### config.mk
export PLATFORM = sky130hd
export DESIGN_NAME = step_pulse_gen
export DESIGN_NICKNAME = d
export VERILOG_FILES = /design/src/rtl/step_pulse_gen.sv
export SDC_FILE = /design/constraint.sdc
export NUM_CORES = 1
export LEC_CHECK = 0
export ABC_AREA = 1
export CAP_MARGIN = 25
export CORE_UTILIZATION = 52
export CTS_CLUSTER_SIZE = 30
export DETAILED_ROUTE_END_ITERATION = 8
export HOLD_SLACK_MARGIN = 0.06
export PLACE_DENSITY = 0.87
export REMOVE_ABC_BUFFERS = 1
export SYNTH_ARGS = -nofsm -noshare
export SYNTH_HDL_FRONTEND = slang
export SYNTH_SLANG_ARGS = --single-unit
### constraint.sdc
create_clock -name clk -period 3.7 [get_ports clk]
set_input_delay 0.555 -clock clk [delete_from_list [all_inputs] [get_ports clk]]
set_output_delay 0.555 -clock clk [all_outputs]
set_load 0.05 [all_outputs]
### src/rtl/step_pulse_gen.sv
// step_pulse_gen: STEP/DIR pulse generator for one stepper driver (AUTO, RUN, RUN_N modes)
// Ports: clk, rst (async, active high); drv_en gates AUTO pulse starts;
//        period/high_cnt/n_pulses set timing and count; dir_in is the requested direction;
//        auto_en/start/start_n/stop are commands; step/dir drive the driver pins;
//        busy/done/pulse_cnt report status.
module step_pulse_gen #(
  parameter int CNT_W      = 16,
  parameter int DEF_PERIOD = 2000,
  parameter int DIR_SETUP  = 4
) (
  input  logic             clk,
  input  logic             rst,
  input  logic             drv_en,
  input  logic [CNT_W-1:0] period,
  input  logic [CNT_W-1:0] high_cnt,
  input  logic [CNT_W-1:0] n_pulses,
  input  logic             dir_in,
  input  logic             auto_en,
  input  logic             start,
  input  logic             start_n,
  input  logic             stop,
  output logic             step,
  output logic             dir,
  output logic             busy,
  output logic             done,
  output logic [CNT_W-1:0] pulse_cnt
);
  typedef enum logic [2:0] {IDLE, SETUP, AUTO, RUN, RUN_N, DRAIN} state_t;
  localparam logic [CNT_W-1:0] ONE = CNT_W'(1);
  localparam logic [CNT_W-1:0] SETUP_LAST = CNT_W'(DIR_SETUP > 0 ? DIR_SETUP - 1 : 0);
  state_t state, mode, acc_mode;
  logic [CNT_W-1:0] ph, p, h, n, p_new, h_new, ph_inc, cnt_inc;
  logic accept, wrap, cont, first_acc, first_lat;
  always_comb begin
    p_new = period == '0 ? CNT_W'(DEF_PERIOD) : period;
    h_new = (p_new == ONE || high_cnt == '0) ? ONE : (high_cnt > p_new - ONE ? p_new - ONE : high_cnt);
    acc_mode = auto_en ? AUTO : start ? RUN : RUN_N;
    accept = !stop && (auto_en || start || start_n);
    wrap = ph == p - ONE;
    ph_inc = wrap ? '0 : ph + ONE;
    // a pulse already under way that still has high cycles left after this edge
    cont = step && ph_inc != '0 && ph_inc < h;
    cnt_inc = &pulse_cnt ? pulse_cnt : pulse_cnt + ONE;
    first_acc = acc_mode != AUTO || drv_en;
    first_lat = mode != AUTO || drv_en;
  end
  always_ff @(posedge clk or posedge rst) begin
    if (rst) begin
      state <= IDLE;
      mode <= IDLE;
      step <= 1'b0;
      dir <= 1'b0;
      busy <= 1'b0;
      done <= 1'b0;
      pulse_cnt <= '0;
      ph <= '0;
      p <= '0;
      h <= '0;
      n <= '0;
    end else begin
      done <= 1'b0;
      case (state)
        IDLE: if (accept) begin
          p <= p_new;
          h <= h_new;
          n <= n_pulses;
          mode <= acc_mode;
          dir <= dir_in;
          ph <= '0;
          pulse_cnt <= '0;
          if (acc_mode == RUN_N && n_pulses == '0) done <= 1'b1;
          else if (DIR_SETUP == 0) begin
            state <= acc_mode;
            busy <= 1'b1;
            step <= first_acc;
            pulse_cnt <= CNT_W'(first_acc);
          end else begin
            state <= SETUP;
            busy <= 1'b1;
          end
        end
        SETUP: if (stop || (mode == AUTO && !auto_en)) begin
          state <= IDLE;
          busy <= 1'b0;
        end else if (ph == SETUP_LAST) begin
          state <= mode;
          ph <= '0;
          step <= first_lat;
          if (first_lat) pulse_cnt <= cnt_inc;
        end else ph <= ph + ONE;
        AUTO: if (!auto_en) begin
          state <= cont ? DRAIN : IDLE;
          busy <= cont;
          step <= cont;
          ph <= ph_inc;
        end else if (wrap || (ph == '0 && !step)) begin
          // period boundary or waiting for drv_en: resample speed, start only if enabled
          ph <= '0;
          p <= p_new;
          h <= h_new;
          step <= drv_en;
          if (drv_en) pulse_cnt <= cnt_inc;
        end else begin
          ph <= ph_inc;
          step <= ph_inc < h;
        end
        RUN, RUN_N: if (state == RUN_N && wrap && pulse_cnt == n) begin
          state <= IDLE;
          busy <= 1'b0;
          step <= 1'b0;
          done <= 1'b1;
        end else if (stop) begin
          state <= cont ? DRAIN : IDLE;
          busy <= cont;
          step <= cont;
          ph <= ph_inc;
          done <= !cont && state == RUN_N;
        end else begin
          ph <= ph_inc;
          step <= ph_inc < h;
          if (wrap) pulse_cnt <= cnt_inc;
        end
        DRAIN: begin
          ph <= ph_inc;
          if (!cont) begin
            state <= IDLE;
            busy <= 1'b0;
            step <= 1'b0;
            done <= mode == RUN_N;
          end
        end
        default: state <= IDLE;
      endcase
    end
  end
endmodule

==> results.sh <==
export IMPL_grt_pass1_wl_um=34590
export IMPL_layout_common_cells="nand2_1, inv_1, buf_4, nor2_1, dfrtp_1"
export IMPL_tightestPinTransition_ps=720.6
export IMPL_syn_cell_area_sq_mm=0.006978
export IMPL_p_int_mw=3.092
export IMPL_finalPower_mw=5.865
export IMPL_reg2regPathDepth=23
export IMPL_r2r_end="state[2]$_DFFE_PP0P_"
export IMPL_drtIter0Drc=970
export IMPL_cp_data_arrival_time_ps=4130
export IMPL_switching_power_mw=2.773
export IMPL_path_class="flip-flop to flip-flop"
export IMPL_fin_tns_setup_ps=-822.6
export IMPL_critPathMaxFanout=8
export IMPL_cts_root_buf="clkbuf_16"
export IMPL_pwr_share_seq_pct=28.0
export IMPL_diodes=0
export IMPL_grt_max_degree=40
export IMPL_drt_total_wl_um=24520
export IMPL_hold_start="busy$_DFFE_PP0P_"
export IMPL_fp_dieH_um=117.8
export IMPL_worstReg2RegStart="p[1]$_DFFE_PP0P_"
export IMPL_switching_share_pct=47.28
export IMPL_final_nets=1274
export IMPL_die_area_sq_mm=0.01389
export IMPL_yosysWarnings=0
export IMPL_pwr_share_clk_pct=17.0
export IMPL_firstDrtPassIters=9
export IMPL_synth_top_family_by_area="simple AND/OR/NAND/NOR gates"
export IMPL_synth_compound_area_share_pct=11.12
export IMPL_cp_start_kind="flip-flop"
export IMPL_worst_slack_ps=-171.7
export IMPL_grt_setup_unrepaired="yes"
export IMPL_design_area_sq_mm=0.009515
export IMPL_post_route_drc_count=0
export IMPL_gp_congestion=0.9956
export IMPL_core_sq_mm=0.01288
export IMPL_antenna_found_initial=0
export IMPL_cts_buffers=9
export IMPL_initial_utilization_pct=54.19
export IMPL_skew_ps=16.07
export IMPL_slew_headroom_pct=51.91
export IMPL_dp_slack_ps=-606.6
export IMPL_cts_tree="yes"
export IMPL_via_per_inst=5.919
export IMPL_finalSetupViolations=8
export IMPL_ant_nets=0
export IMPL_synth_mux_area_share_pct=2.582
export IMPL_cellLeakagePower_nw=4.600
export IMPL_clkTransAtPathRegs_ps=70
export IMPL_synth_seq_area_share_pct=32.28
export IMPL_hold_viol_final=0
export IMPL_violations="setup timing"
export IMPL_hold_class="flip-flop to flip-flop"
export IMPL_crit_path_end_kind="flip-flop"
export IMPL_power_density_mw_per_mm2=616.3
export IMPL_hpwl_um=15540
export IMPL_grt_overflow=0
export IMPL_layout_commonest_cell="nand2_1"
export IMPL_io_pins=76
export IMPL_drive_gt1_share_pct=22.77
export IMPL_max_cap_violations=0
export IMPL_num_rows=41
export IMPL_vias=8038
export IMPL_synth_seq_cells=90
export IMPL_synth_fa_ha_area_share_pct=6.634
export IMPL_grt_usage_pct=30.85
export IMPL_cts_buffer_depth=2
export IMPL_hold_depth=2
export IMPL_n_fill_cell=872
export IMPL_fin_crit_ps=3872
export IMPL_htreeDepth=3
export IMPL_max_freq_mhz=258.3
export IMPL_slew_viol_final=0
export IMPL_worstSkewPairLatency_ps=360
export IMPL_timing_hold_ws_ps=474.2
export IMPL_wl_per_cell_um=18.06
export IMPL_rrSetupSlack_ps=-170
export IMPL_io_buffers=75
export IMPL_yosys_area_share_simple_pct=31.52
export IMPL_synth_cell_types=48
export IMPL_required_ps=3950
export IMPL_status="complete, but fails checks"
export IMPL_period_share_pct=104.6
export IMPL_cts_hold_buf=0
export IMPL_die_x_um=117.8
export IMPL_placed_cell_area_sq_mm=0.008416
export IMPL_syn_area_per_cell_sq_um=6.985
export IMPL_clock_sinks=90
export IMPL_yosys_area_top_type="dfrtp_1"
export IMPL_synth_area_leaders="dfrtp_1, nand2_1, inv_1"
export IMPL_hold_end="busy$_DFFE_PP0P_"
export IMPL_synth_xor_area_share_pct=6.276
export IMPL_syn_inst=999
export IMPL_yosys_area_top_type_share_pct=32.28
export IMPL_p_comb_share_pct=55.1
export IMPL_syn2layout_area_growth_pct=36.36
export IMPL_grt_pass1_vias=7158
export IMPL_ir_drop_uv=406.4
-- kinds of logic (layout without fill, tap and decap cells) --
logic type,Yosys count,count (layout)
adder cells (fa/ha/maj),37,37
AND/OR/NAND/NOR,498,498
AO/OA/AOI/OAI,136,136
XOR/XNOR,50,50
flip-flops,90,90
multiplexers,16,16
buffers and inverters,172,359
-- cell usage after synthesis (all sizes together) --
master	n
nor2	125
a2111oi	2
or2	1
xnor2	17
inv	149
and2	1
nor3	17
buf	8
o211ai	1
and3	1
clkbuf	13
o22ai	16
o21ai	75
ha	37
a211oi	3
nand4	27
nand3	48
dfrtp	90
nand2	252
a31oi	5
o221ai	2
o2111a	1
xor2	33
mux2	16
o31ai	5
nand3b	5
nor3b	2
a21oi	21
a22oi	1
o41ai	3
nor4	19
clkinv	2
o21a	1
-- layer usage --
layer	global-route usage, %	vias up	share of wire (%)
met2	50.51	566	46
met1	41.13	3688	38
met3	4.990	160	9.9
met5	0	-	0
met4	10.98	0	5.5
li1	-	3624	-
-- worst max path at each step --
| stage | slack [ps] | cells after the start | from | to |
|---|---|---|---|---|
| 2_1_floorplan | -190 | 24 | period[0] | h[13]$_DFFE_PP0P_ |
| 3_3_place_gp | -410 | 25 | period[0] | h[13]$_DFFE_PP0P_ |
| 3_5_place_dp | -610 | 25 | period[0] | h[12]$_DFFE_PP0P_ |
| 4_1_cts | -4 | 22 | p[0]$_DFFE_PP0P_ | state[1]$_DFFE_PP0P_ |
| 5_1_grt | -310 | 23 | p[1]$_DFFE_PP0P_ | state[2]$_DFFE_PP0P_ |
| 6_report | -170 | 23 | p[1]$_DFFE_PP0P_ | state[2]$_DFFE_PP0P_ |
-- area by class of cell --
type,instances,area (sq um),share of cell area (%)
multi-input combinational,737,4449,46.76
inverter,151,580.6,6.101
timing repair buffer,192,1698,17.84
sequential,90,2252,23.67
clock buffer,11,252.7,2.656
clock inverter,5,67.56,0.7101
tap,172,215.2,2.262
-- power by group through the flow --
| stage | Combinational (mW) | Sequential, mW | Clock [mW] |
|---|---|---|---|
| finish | 3.23 | 1.64 | 0.995 |
| global route | 3.52 | 1.67 | 1.03 |
| CTS | 2.81 | 1.61 | 0.987 |
| detailed placement | 2.74 | 1.62 | 0 |
| global placement | 2.65 | 1.60 | 0 |
| floorplan | 1.87 | 1.65 | 0 |
-- repair_timing --
action | 4_1_cts | 5_1_grt
pin swaps | 1 | 57
setup buffers | 24 | 17
resized for setup | 28 | 131
cloned | 0 | 3
endpoints found under the setup margin | 21 | 22
-- per-stage QoR --
| stage | util [%] | std cells |
|---|---|---|
| after floorplan | - | 978 |
| after global placement | 65.36 | 1298 |
| after detailed placement | 65.36 | 1298 |
| after CTS | 69.70 | 1338 |
| after global routing | 73.90 | 1358 |
| final | 73.90 | 1358 |
-- sequential cells by signal (all words and copies together) (netlist names) --
| register | cells |
|---|---|
| done | 1 |
| busy | 1 |
| state | 3 |
| dir | 1 |
| p | 16 |
| ph | 16 |
| n | 16 |
| h | 16 |
| step | 1 |
| pulse_cnt | 16 |
| mode | 3 |
-- critical path, cell delays in order, from the launching register on --
cell	delay (ps)
dfrtp_1	410
inv_2	80
ha_4	200
or2_1	210
a22oi_2	170
nand3_1	110
nor4_1	270
nand4_1	140
nor2_1	150
nand2_2	120
clkinv_4	130
nor2_4	60
ha_4	240
nand2_1	120
inv_2	90
nand3_2	120
a31oi_4	110
a2111oi_4	360
buf_4	210
nand4_4	140
nand2_4	150
nor2_4	50
nand2_1	60
nand2_1	50
No activity file was read; power rests on OpenSTA's default activity.
